**src/rtl/ov7670_sccb_config.sv**
```systemverilog
// ov7670_sccb_config
//   Write-only SCCB master. After a start request it writes a fixed table of
//   eight {register, value} pairs into the OV7670. The table sets the camera
//   up for QVGA RGB565 output, which the capture block relies on.
//
//   Optional build macro: OV_RESET_WAIT_EN
//     When defined, the bus is held idle for RESET_WAIT_CYCLES clocks after
//     entry 0 (COM7 soft reset) before the rest of the table is written.
//     When undefined, RESET_WAIT_CYCLES has no effect.
//
// Ports
//   clk      system clock, all logic on its rising edge
//   rst      synchronous active-high reset, aborts any transfer at once
//   start    run request, accepted only in IDLE or DONE
//   busy     high from an accepted start until DONE
//   done     high in DONE, cleared by the next accepted start or rst
//   sioc     SCCB clock (push-pull)
//   siod_oe  1 = pull siod low, 0 = release (open drain at the top level)
//   reg_idx  index of the table entry currently being written
module ov7670_sccb_config #(
   parameter int         CLK_HZ            = 100_000_000,
   parameter int         SCCB_HZ           = 100_000,
   parameter logic [7:0] DEV_ADDR          = 8'h42,
   parameter int         NUM_REGS          = 8,
   parameter int         RESET_WAIT_CYCLES = 1_000_000
) (
   input  logic       clk,
   input  logic       rst,
   input  logic       start,
   output logic       busy,
   output logic       done,
   output logic       sioc,
   output logic       siod_oe,
   output logic [2:0] reg_idx
);

   localparam int QTR = CLK_HZ / (4 * SCCB_HZ);
   localparam int QW  = $clog2(QTR + 1);

   typedef enum logic [2:0] {
      IDLE, START, BITS, STOP, GAP, WAIT, DONE
   } state_t;

   state_t          state_reg;
   logic [1:0]      q_reg;      // quarter within the current step
   logic [QW-1:0]   qcnt_reg;   // clocks within the current quarter
   logic [4:0]      bit_reg;    // 0..26, MSB of device address first

`ifdef OV_RESET_WAIT_EN
   localparam int WW = $clog2(RESET_WAIT_CYCLES + 1);
   logic [WW-1:0]   wcnt_reg;
`endif

   function automatic logic [15:0] table_entry(input logic [2:0] idx);
      case (idx)
         3'd0:    table_entry = 16'h1280;  // COM7: soft reset
         3'd1:    table_entry = 16'h1214;  // COM7: QVGA, RGB
         3'd2:    table_entry = 16'h40D0;  // COM15: RGB565, full range
         3'd3:    table_entry = 16'h1101;  // CLKRC: prescale /2
         3'd4:    table_entry = 16'h0C04;  // COM3: enable scaling
         3'd5:    table_entry = 16'h3E19;  // COM14: PCLK divider, manual scaling
         3'd6:    table_entry = 16'h8C00;  // RGB444 off
         default: table_entry = 16'h1500;  // COM10: default sync polarity
      endcase
   endfunction

   logic [15:0] entry;
   logic [26:0] frame;
   logic        tick;
   logic        last_entry;

   assign entry      = table_entry(reg_idx);
   // The 9th bit of each byte is a don't-care ack slot: drive it as 1 (released).
   assign frame      = {DEV_ADDR, 1'b1, entry[15:8], 1'b1, entry[7:0], 1'b1};
   assign tick       = (qcnt_reg == QW'(QTR - 1));
   assign last_entry = (reg_idx == 3'(NUM_REGS - 1));

   // Outputs are assigned on the tick that enters each quarter, so the bus
   // shows the new quarter's levels from its first clock.
   always_ff @(posedge clk) begin
      if (rst) begin
         state_reg <= IDLE;
         q_reg     <= 2'd0;
         qcnt_reg  <= '0;
         bit_reg   <= 5'd0;
         busy      <= 1'b0;
         done      <= 1'b0;
         sioc      <= 1'b1;
         siod_oe   <= 1'b0;
         reg_idx   <= 3'd0;
`ifdef OV_RESET_WAIT_EN
         wcnt_reg  <= '0;
`endif
      end else begin
         if (state_reg != IDLE && state_reg != DONE)
            qcnt_reg <= tick ? '0 : qcnt_reg + 1'b1;
         case (state_reg)
            IDLE, DONE: begin
               if (start) begin
                  state_reg <= START;
                  q_reg     <= 2'd0;
                  qcnt_reg  <= '0;
                  busy      <= 1'b1;
                  done      <= 1'b0;
                  reg_idx   <= 3'd0;
               end
            end
            START: if (tick) begin
               q_reg <= q_reg + 2'd1;
               case (q_reg)
                  2'd1: siod_oe <= 1'b1;          // SDA falls while SCL high
                  2'd2: sioc    <= 1'b0;
                  2'd3: begin
                     state_reg <= BITS;
                     bit_reg   <= 5'd0;
                     siod_oe   <= ~frame[26];
                  end
                  default: ;
               endcase
            end
            BITS: if (tick) begin
               q_reg <= q_reg + 2'd1;
               case (q_reg)
                  2'd0: sioc <= 1'b1;
                  2'd2: sioc <= 1'b0;
                  2'd3: begin
                     if (bit_reg == 5'd26) begin
                        state_reg <= STOP;
                        siod_oe   <= 1'b1;
                     end else begin
                        bit_reg <= bit_reg + 5'd1;
                        siod_oe <= ~frame[5'd25 - bit_reg];
                     end
                  end
                  default: ;
               endcase
            end
            STOP: if (tick) begin
               q_reg <= q_reg + 2'd1;
               case (q_reg)
                  2'd0: sioc      <= 1'b1;
                  2'd1: siod_oe   <= 1'b0;        // SDA rises while SCL high
                  2'd3: state_reg <= GAP;
                  default: ;
               endcase
            end
            GAP: if (tick) begin
               q_reg <= q_reg + 2'd1;
               if (q_reg == 2'd3) begin
                  if (last_entry) begin
                     state_reg <= DONE;
                     busy      <= 1'b0;
                     done      <= 1'b1;
`ifdef OV_RESET_WAIT_EN
                  end else if (reg_idx == 3'd0) begin
                     state_reg <= WAIT;
                     wcnt_reg  <= '0;
`endif
                  end else begin
                     state_reg <= START;
                     reg_idx   <= reg_idx + 3'd1;
                  end
               end
            end
`ifdef OV_RESET_WAIT_EN
            WAIT: begin
               wcnt_reg <= wcnt_reg + 1'b1;
               if (wcnt_reg == WW'(RESET_WAIT_CYCLES - 1)) begin
                  state_reg <= START;
                  q_reg     <= 2'd0;
                  qcnt_reg  <= '0;
                  reg_idx   <= 3'd1;
               end
            end
`endif
            default: begin
               state_reg <= IDLE;
               busy      <= 1'b0;
               sioc      <= 1'b1;
               siod_oe   <= 1'b0;
            end
         endcase
      end
   end

endmodule

```
**config.mk**
```make
export PLATFORM = sky130hd
export DESIGN_NAME = ov7670_sccb_config
export DESIGN_NICKNAME = d
export VERILOG_FILES = /design/src/rtl/ov7670_sccb_config.sv
export SDC_FILE = /design/constraint.sdc
export NUM_CORES = 1
export LEC_CHECK = 0
export ABC_AREA = 1
export CAP_MARGIN = 10
export CORE_MARGIN = 10
export CORE_UTILIZATION = 54
export DETAILED_ROUTE_END_ITERATION = 7
export HOLD_SLACK_MARGIN = 0.1
export PLACE_DENSITY = 0.76
export SYNTH_ARGS = -nofsm -noshare
export SYNTH_HDL_FRONTEND = slang
export SYNTH_SLANG_ARGS = --single-unit
```
**constraint.sdc**
```tcl
create_clock -name clk -period 1.8 [get_ports clk]
set_input_delay 0.18 -clock clk [delete_from_list [all_inputs] [get_ports clk]]
set_output_delay 0.18 -clock clk [all_outputs]
set_load 0.005 [all_outputs]
```
==> metrics.yaml <==
start_kind: "flip-flop"
drt_pass1_iterations: 4
setup_viol: 0
arrival_ns: 1.83
path_class: "reg2reg"
internal_power_mw: 1.20
coreArea_um2: 3340
path_delay_family: "simple AND/OR/NAND/NOR gates"
gp_congestion: 0.887
vias_per_cell: 5.26
io_buffers: 9
antenna_cells: 0
wl_per_cell_um: 11.8
dieArea_um2: 6240
crit_top_cell: "nand2_1"
dp_hpwl_mm: 2.99
clock_sinks: 25
min_period_over_period: 0.890
setup_ws_ns: 0.197
hp-start: "siod_oe$_SDFFE_PP0P_"
p_leak_nw: 0.927
maxCapViolations: 0
p_switching_mw: 1.05
synth_edf_count: 0
layout_common_cells: "nand2_1, nor2_1, dfxtp_1, a21oi_1, inv_1"
syn_area_um2: 1880
hold_viol: 0
nets: 302
ctsResizeCount: 0
final_layout_size_suffix_gt1_frac: 0.171
rr_worst_depth: 12
row_count: 21
synth_nets: 284
overflow: 0
die_w_um: 79.0
drtIter0Drc: 116
dpl_worst_slack_ns: 0.102
path_clk_slew_ns: 0.14
avgSynthCellArea_um2: 7.12
cp_max_fo: 5
max_freq_mhz: 624
worstMarginPinSlew_ns: 0.336
r2r_slack_ns: 0.20
async_flop_share: 0
synth-main-ff-cell: "dfxtp_1"
cp-end-kind: "flip-flop"
slew_headroom: 0.776
cp_slowest_cell: "dfxtp_1"
insertion_delay_ns: 0.32
r2r_end: "siod_oe$_SDFFE_PP0P_"
ir_drop_mv: 0.750
die_y_um: 79.0
ctsHoldBuffers: 0
grt.total_usage: 0.125
status: "completed"
h-tree-depth: 1
crit_required_ns: 2.03
start_util: 0.563
cts_setup_buffers: 0
synthCells: 264
grt_pass1_wl_mm: 6.60
finalClockSkew_ns: 0.00392
cts-root-buf: "clkbuf_4"
rr_startpoint: "bit_reg[2]$_SDFFE_PP0P_"
cp_num_buf_inv: 1
tns_ns: 0
yosysWarnings: 0
slowest_delay_ns: 0.40
grt_setup_unrepaired: "no"
hold_end: "siod_oe$_SDFFE_PP0P_"
largest_register_ffs: 8
hp-class: "reg2reg"
wl_mm: 3.87
cellPowerDensity_nw_per_um2: 1080
pwr-share-seq: 0.329
crit_chain: "inv_1 > ha_1 > nor2_1 > nand3_1 > nand2_1 > nand2_1 > nand2_1 > nand2_1 > nand3_1 > nand2_1 > nand2_1 > a21oi_1"
ys_ff_latch: 25
area_growth_syn_to_layout_pct: 11.3
ios: 10
power_frac_clock: 0.116
num_vias: 1721
clockBufferDepth: 2
cts_tree: "built"
cts_buffers: 3
drc: 0
synth-seq-area-share: 0.266
slew_violations: 0
antenna_found_initial: 0
yosys.cell_types.count: 41
final_common_cell: "nand2_1"
hold_depth: 2
ant_nets: 0
combPwrFrac: 0.555
grt_max_degree: 15
first_global_vias: 1525
p_sw_frac: 0.467
finalCriticalPeriod_ns: 1.60
power by group through the flow:
stage / Clock, mW / Sequential [mW] / Combinational, mW
floorplan: 0 / 0.738 / 0.974
global placement: 0 / 0.748 / 1.24
detailed placement: 0 / 0.750 / 1.25
CTS: 0.264 / 0.737 / 1.25
global route: 0.283 / 0.757 / 1.41
finish: 0.260 / 0.740 / 1.25
tightest hold or removal path, delay by kind of cell (launching register included):
family	cells	cell delay [ns]
simple gates	1	0.07
flops	1	0.35
compound gates	1	0.05
worst max path at each step:
stage | from | to | cells after the start
global placement | bit_reg[0]$_SDFFE_PP0P_ | bit_reg[2]$_SDFFE_PP0P_ | 9
detailed placement | bit_reg[0]$_SDFFE_PP0P_ | bit_reg[2]$_SDFFE_PP0P_ | 9
floorplan | bit_reg[1]$_SDFFE_PP0P_ | siod_oe$_SDFFE_PP0P_ | 10
finish | bit_reg[2]$_SDFFE_PP0P_ | siod_oe$_SDFFE_PP0P_ | 12
CTS | bit_reg[0]$_SDFFE_PP0P_ | bit_reg[2]$_SDFFE_PP0P_ | 9
global route | reg_idx[1]$_SDFFE_PP0P_ | siod_oe$_SDFFE_PP0P_ | 11
through the flow:
stage	hold slack, ns	util	total power [mW]	area [um^2]	std cells
floorplan	0.258	-	1.71	1880	264
global placement	0.477	0.618	1.99	2060	323
detailed placement	0.478	0.618	2.00	2060	323
CTS	0.501	0.626	2.25	2090	327
global route	0.535	0.627	2.45	2090	327
finish	0.498	0.627	2.25	2090	327
cells in the mapped netlist, types with 5 or more instances:
cell type	n	area, um^2
nand2_1	63	236
nor2_1	26	97.6
dfxtp_1	25	500
a21oi_1	22	110
inv_1	21	78.8
ha_1	17	213
nand3_1	17	85.1
a211oi_1	7	52.6
o21ai_0	7	35.0
inv_2	5	18.8
nor2_2	5	31.3
metal layers:
metal | global-route usage | vias up | part of all wire
met3 | 0.0270 | 6 | 0.046
met1 | 0.159 | 764 | 0.49
met4 | 0.0430 | 0 | 0.013
met5 | 0 | - | 0
met2 | 0.204 | 44 | 0.45
li1 | - | 907 | -
cells by family (layout without fill, tap and decap cells):
kind of cell | count (synthesis) | count (layout) | synth area share
AOI/OAI and AO/OA | 53 | 53 | 0.177
xor gates and xnor gates | 4 | 4 | 0.0186
adders and majority gates | 17 | 17 | 0.113
buffers and inverters | 31 | 48 | 0.0646
DFF | 25 | 25 | 0.266
and+or+nand+nor | 134 | 134 | 0.360
area by class of cell:
class	count	area, um^2
clock buffer	3	22.5
inverter	30	118
timing repair buffer	14	128
sequential	25	503
tap	46	57.6
clock inverter	1	5.00
multi-input combinational	208	1260
fill	322	1250
No activity file was read; power rests on OpenSTA's default activity.
